## config.mk

```make
export PLATFORM = sky130hd
export DESIGN_NAME = alu_arbiter
export DESIGN_NICKNAME = d
export VERILOG_FILES = /design/src/rtl/alu_arbiter_pkg.sv /design/src/rtl/alu_rr_arbiter.sv /design/src/rtl/alu_arbiter.sv
export SDC_FILE = /design/constraint.sdc
export NUM_CORES = 1
export LEC_CHECK = 0
export ABC_AREA = 1
export ABC_CLOCK_PERIOD_IN_PS = 3700
export BUFFER_PORTS_ARGS = -buffer_cell sky130_fd_sc_hd__buf_2
export CORE_AREA = 3 3 287 289
export DETAILED_ROUTE_END_ITERATION = 10
export DIE_AREA = 0 0 290 292
export SLEW_MARGIN = 20
export SYNTH_ARGS = -nofsm -noshare
export SYNTH_HDL_FRONTEND = slang
export SYNTH_SLANG_ARGS = --single-unit
```

## constraint.sdc

```tcl
create_clock -name clk_i -period 3.7 [get_ports clk_i]
set_input_delay 0.185 -clock clk_i [delete_from_list [all_inputs] [get_ports clk_i]]
set_output_delay 0.185 -clock clk_i [all_outputs]
set_load 0.05 [all_outputs]
```

## src/rtl/alu_arbiter_pkg.sv

```systemverilog
// Shared types for the ALU arbiter slice: operator encoding, fu_data_t bundle,
// and the default requester count.
package alu_arbiter_pkg;

    localparam int XLEN           = 64;
    localparam int TRANS_ID_BITS  = 3;
    localparam int ALU_ARB_NR_REQ = 2;

    typedef enum logic [3:0] {
        ADD,
        SUB,
        ANDL,
        ORL,
        XORL,
        EQ,
        NE
    } fu_op_e;

    typedef struct packed {
        fu_op_e                   operation;
        logic [XLEN-1:0]          operand_a;
        logic [XLEN-1:0]          operand_b;
        logic [XLEN-1:0]          imm;
        logic [TRANS_ID_BITS-1:0] trans_id;
    } fu_data_t;

endpackage

```

## src/rtl/alu_rr_arbiter.sv

```systemverilog
// Combinational round-robin picker: first set request at or after rr,
// wrapping modulo NR_REQ (also for non-power-of-2 counts).
module alu_rr_arbiter
    import alu_arbiter_pkg::*;
#(
    parameter int NR_REQ = ALU_ARB_NR_REQ
) (
    input  logic [NR_REQ-1:0]         req,
    input  logic [$clog2(NR_REQ)-1:0] rr,
    output logic [NR_REQ-1:0]         gnt,
    output logic [$clog2(NR_REQ)-1:0] idx,
    output logic                      found
);

    localparam int IDX_W = $clog2(NR_REQ);

    logic [IDX_W:0] cand;

    always_comb begin
        gnt   = '0;
        idx   = '0;
        found = 1'b0;
        cand  = '0;
        for (int i = 0; i < NR_REQ; i++) begin
            cand = {1'b0, rr} + (IDX_W+1)'(i);
            if (cand >= (IDX_W+1)'(NR_REQ)) begin
                cand = cand - (IDX_W+1)'(NR_REQ);
            end
            for (int j = 0; j < NR_REQ; j++) begin
                if (!found && req[j] && cand == (IDX_W+1)'(j)) begin
                    found  = 1'b1;
                    gnt[j] = 1'b1;
                    idx    = IDX_W'(j);
                end
            end
        end
    end

endmodule

```

## src/rtl/alu_arbiter.sv

```systemverilog
// Round-robin share of one ALU between NR_REQ issue ports, one-entry issue register.
// ALU_ARB_STATS_EN adds per-requester grant counters on grant_cnt_o.
module alu_arbiter
    import alu_arbiter_pkg::*;
#(
    parameter int NR_REQ = ALU_ARB_NR_REQ
`ifdef ALU_ARB_STATS_EN
    ,
    parameter int STAT_W = 32
`endif
) (
    input  logic                          clk_i,
    input  logic                          rst_i,
    input  logic                          flush_i,
    input  logic [NR_REQ-1:0]             req_valid_i,
    input  fu_data_t [NR_REQ-1:0]         req_data_i,
    output logic [NR_REQ-1:0]             req_ready_o,
    output fu_data_t                      alu_data_o,
    input  logic [XLEN-1:0]               alu_result_i,
    input  logic                          alu_branch_res_i,
    output logic                          resp_valid_o,
    input  logic                          resp_ready_i,
    output logic [$clog2(NR_REQ)-1:0]     resp_req_o,
    output logic [TRANS_ID_BITS-1:0]      resp_trans_id_o,
    output logic [XLEN-1:0]               resp_result_o,
`ifdef ALU_ARB_STATS_EN
    output logic                          resp_branch_res_o,
    output logic [NR_REQ-1:0][STAT_W-1:0] grant_cnt_o
`else
    output logic                          resp_branch_res_o
`endif
);

    localparam int REQ_IDX_W = $clog2(NR_REQ);

    logic                 issue_valid_q;
    fu_data_t             issue_q;
    logic [REQ_IDX_W-1:0] issue_req_q;
    logic [REQ_IDX_W-1:0] rr_q;

    logic [NR_REQ-1:0]    gnt;
    logic [REQ_IDX_W-1:0] gnt_idx;
    logic                 gnt_any;
    logic                 can_accept;
    logic                 accept;

    alu_rr_arbiter #(
        .NR_REQ (NR_REQ)
    ) i_rr (
        .req   (req_valid_i),
        .rr    (rr_q),
        .gnt   (gnt),
        .idx   (gnt_idx),
        .found (gnt_any)
    );

    // A retiring response frees the register in the same cycle
    assign can_accept = ~rst_i & ~flush_i
                      & (~issue_valid_q | resp_ready_i);
    assign accept      = gnt_any & can_accept;
    assign req_ready_o = gnt & {NR_REQ{can_accept}};

    always_ff @(posedge clk_i) begin
        if (rst_i) begin
            issue_valid_q <= 1'b0;
            issue_q       <= '0;
            issue_req_q   <= '0;
            rr_q          <= '0;
        end else if (accept) begin
            issue_valid_q <= 1'b1;
            issue_q       <= req_data_i[gnt_idx];
            issue_req_q   <= gnt_idx;
            rr_q          <= (gnt_idx == REQ_IDX_W'(NR_REQ - 1))
                           ? '0 : gnt_idx + 1'b1;
        end else if (flush_i || resp_ready_i) begin
            issue_valid_q <= 1'b0;
        end
    end

    assign alu_data_o        = issue_q;
    assign resp_valid_o      = issue_valid_q & ~flush_i;
    assign resp_req_o        = issue_req_q;
    assign resp_trans_id_o   = issue_q.trans_id;
    assign resp_result_o     = alu_result_i;
    assign resp_branch_res_o = alu_branch_res_i;

`ifdef ALU_ARB_STATS_EN
    always_ff @(posedge clk_i) begin
        if (rst_i) begin
            grant_cnt_o <= '0;
        end else begin
            for (int r = 0; r < NR_REQ; r++) begin
                if (req_valid_i[r] && req_ready_o[r]) begin
                    grant_cnt_o[r] <= grant_cnt_o[r] + 1'b1;
                end
            end
        end
    end
`endif

endmodule

```

==> flow_summary_export.csv <==
group,metric,value,unit
die,core,80200,sq um
yosys,synth_edf_count,0,
cells_and_area,fillers,8837,
sta,finalSetupTns,0,ns
hold_path,hold_class,"primary input to register",
cells_and_area,final_nets,2933,
critical_path,start_kind,"register",
clock_network,cts.sinks,202,
die,fp.dieH,292,microns
pwr,leakage,8.99,nW
yosys,syn_area_per_cell,6.40,sq um
yosys,yosysTopAreaCell,"dfxtp_1",
status,status,"complete, no violations",
die,start_util,12.9,%
sta,relSlewSlack,51.2,%
yosys,synth_compound_area_share,9.74,%
critical_path,critPathRequiredTime,4.20,ns
global_route,grt_max_degree,108,
clock_network,cts_max_level,1,
yosys,synthArstFlopShare,0,%
clock_network,post_cts_resized,0,
cells_and_area,areaGrowthSynthToFinish,79.0,%
critical_path,r2r_cells,9,
critical_path,arrival,3.19,ns
yosys,synthTopCellsByArea,"dfxtp_1 (39%), nand2_1 (29%), a21oi_1 (9.7%)",
cells_and_area,seqCellArea,4040,sq um
yosys,synth.ff_latch_count,202,
yosys,synth_top_area_share,39.0,%
critical_path,crit_type,"register to register",
clock_network,cts_root_buf,"clkbuf_16",
die,dieArea,84700,sq um
placed_design,dp_hpwl,38.9,mm
cells_and_area,drive_above_1_share,27.3,%
cells_and_area,multiInputGateArea,5090,sq um
yosys,yosysWarnings,0,
clock_network,clk_pin_slew,0.06,ns
yosys,synth_area,10400,sq um
clock_network,cts_buffers,26,
yosys,yosys-mux-area-fraction,0,%
run,max_cap_viol_count,0,
critical_path,path_max_fanout,89,
yosys,synth_ff_type,"dfxtp_1",
yosys,synth_xor_area_share,0,%
placed_design,port-buffer-count,609,
sta,skew,0.00999,ns
routing,drtIter0Drc,502,
routing,via_per_inst,3.97,
clock_network,clock_latency,0.55,ns
die,die_x,290,microns
sta,worst_pin_slew,0.732,ns
sta,finalSetupViolCount,0,
routing,routed_wl,55.6,mm
yosys,syn_nets,2090,
global_route,grt_pass1_vias,14000,
yosys,yosys.area_share.simple,39.1,%
yosys,yosysSeqAreaShare,39.0,%
die,num_rows,104,
placed_design,gp_congestion,0.838,
sta,period_share,72.9,%
clock_network,clockBufferDepth,3,
hold_path,worstHoldPathCells,5,
global_route,antenna_found_initial,13,
die,num_io_pins,740,
clock_network,cts_tree,"built",
yosys,synth_most_common_cell,"nand2_1",
sta,fin_crit,2.70,ns
routing,vias,14100,
pwr,vdd_drop_max,0.247,mV
routing,dr.pass1.iters,5,
yosys,synth_cell_type_count,15,
global_route,grt_overflow_total,0,
global_route,grt_pass1_wl,83.3,mm
sta,hold_viol_final,0,
routing,drc,0,
routing,routedWlPerCell,15.7,microns
yosys,synth_fa_ha_area_share,0,%
yosys,synthCells,1621,
cells_and_area,final_util,23.2,%
sta,fmax,0.371,GHz
routing,ant_nets,0,
yosys,synth_top_family_by_area,"simple AND/OR/NAND/NOR gates",
sta,slew_viol_final,0,
critical_path,end_kind,"register",
yosys,synthTopCellsByCount,"nand2_1 (806), a21oi_1 (202), dfxtp_1 (202), nand3_1 (199), buf_4 (87)",
sta,rsz0062_at_grt,"no",
pwr,cellPowerDensity,362,nW/um^2
global_route,track_usage,12.4,%
==> layout make-up <==
class	instances	area share (%)
inverter	6	0.121
clock buffer	39	4.31
sequential	202	21.8
antenna	2	0.0269
timing repair buffer	1016	38.9
tap	1060	7.14
clock inverter	8	0.384
multi-input combinational	1212	27.4
==> per-stage QoR <==
stage	area, sq um	setup WS (ns)	hold WS (ns)	power (mW)	cells
4_1_cts	18600	1.02	0.000679	6.82	3543
3_3_place_gp	13800	1.66	0.370	3.74	3107
2_1_floorplan	10400	2.32	0.369	3.44	1621
5_1_grt	18600	0.849	0.0320	7.05	3544
3_5_place_dp	13800	1.64	0.370	3.75	3107
6_report	18600	1.00	0.0370	6.73	3545
==> path summary, 6_finish.rpt <==
| path | from | end | slack, ns |
|---|---|---|---|
| worst min register to register | alu_data_o[54] | alu_data_o[54] | 0.46 |
| worst min-delay path | req_data_i[194] | alu_data_o[194] | 0.04 |
| worst max-delay path | rr_q | alu_data_o[86] | 1.00 |
| worst max register to register | rr_q | alu_data_o[86] | 1.00 |
==> cell usage in the layout, fill, tap and decap left out, types with 2 or more instances in the layout <==
master and instances:
nand2_4 3, buf_12 11, nor2_2 2, buf_4 7, dfxtp_1 202, clkbuf_8 8
inv_1 5, buf_2 608, clkbuf_1 4, diode_2 2, nand2_1 803, dlygate4sd3_1 389
nand3_1 199, clkbuf_16 27, a21oi_1 202, clkinv_2 5
==> routing by layer <==
layer | GRT usage (%) | part of all wire [%] | wire length, microns | up-vias
met3 | 3.86 | 8.8 | 4890 | 162
met1 | 13.2 | 37 | 20800 | 6450
li1 | - | - | - | 6783
met2 | 21.5 | 47 | 25900 | 667
met5 | 0 | 0.099 | 55 | -
met4 | 7.67 | 7.0 | 3900 | 8
==> registers in the layout, indices dropped and copies added (netlist names) <==
| signal | cells |
|---|---|
| resp_trans_id_o | 3 |
| issue_valid_q | 1 |
| rr_q | 1 |
| alu_data_o | 196 |
| resp_req_o | 1 |
==> power by group <==
group | switching (mW) | internal [mW]
Clock | 1.03 | 1.55
Sequential | 0.0524 | 2.28
Combinational | 1.03 | 0.789
==> critical path, cell delays in order (launching register included) <==
cell           delay [ns]
dfxtp_1              0.39
nand2_4              0.10
nand2_4              0.22
buf_12               0.31
nand2_1              0.13
nand2_1              0.08
dlygate4sd3_1        0.54
nand2_1              0.05
a21oi_1              0.13
dlygate4sd3_1        0.55
==> logic make-up (layout without fill, tap and decap cells) <==
group                  count (synthesis)  after routing
AND/OR/NAND/NOR                     1010           1010
other                                  0              2
flip-flops                           202            202
buffers and inverters                207           1069
AO/OA/AOI/OAI                        202            202
==> repair_timing <==
action / CTS / global route
hold buffers: 389 / 0
setup buffers: 0 / 0
hold endpoints to repair: 198 / 0
No activity file was read; power rests on OpenSTA's default activity.
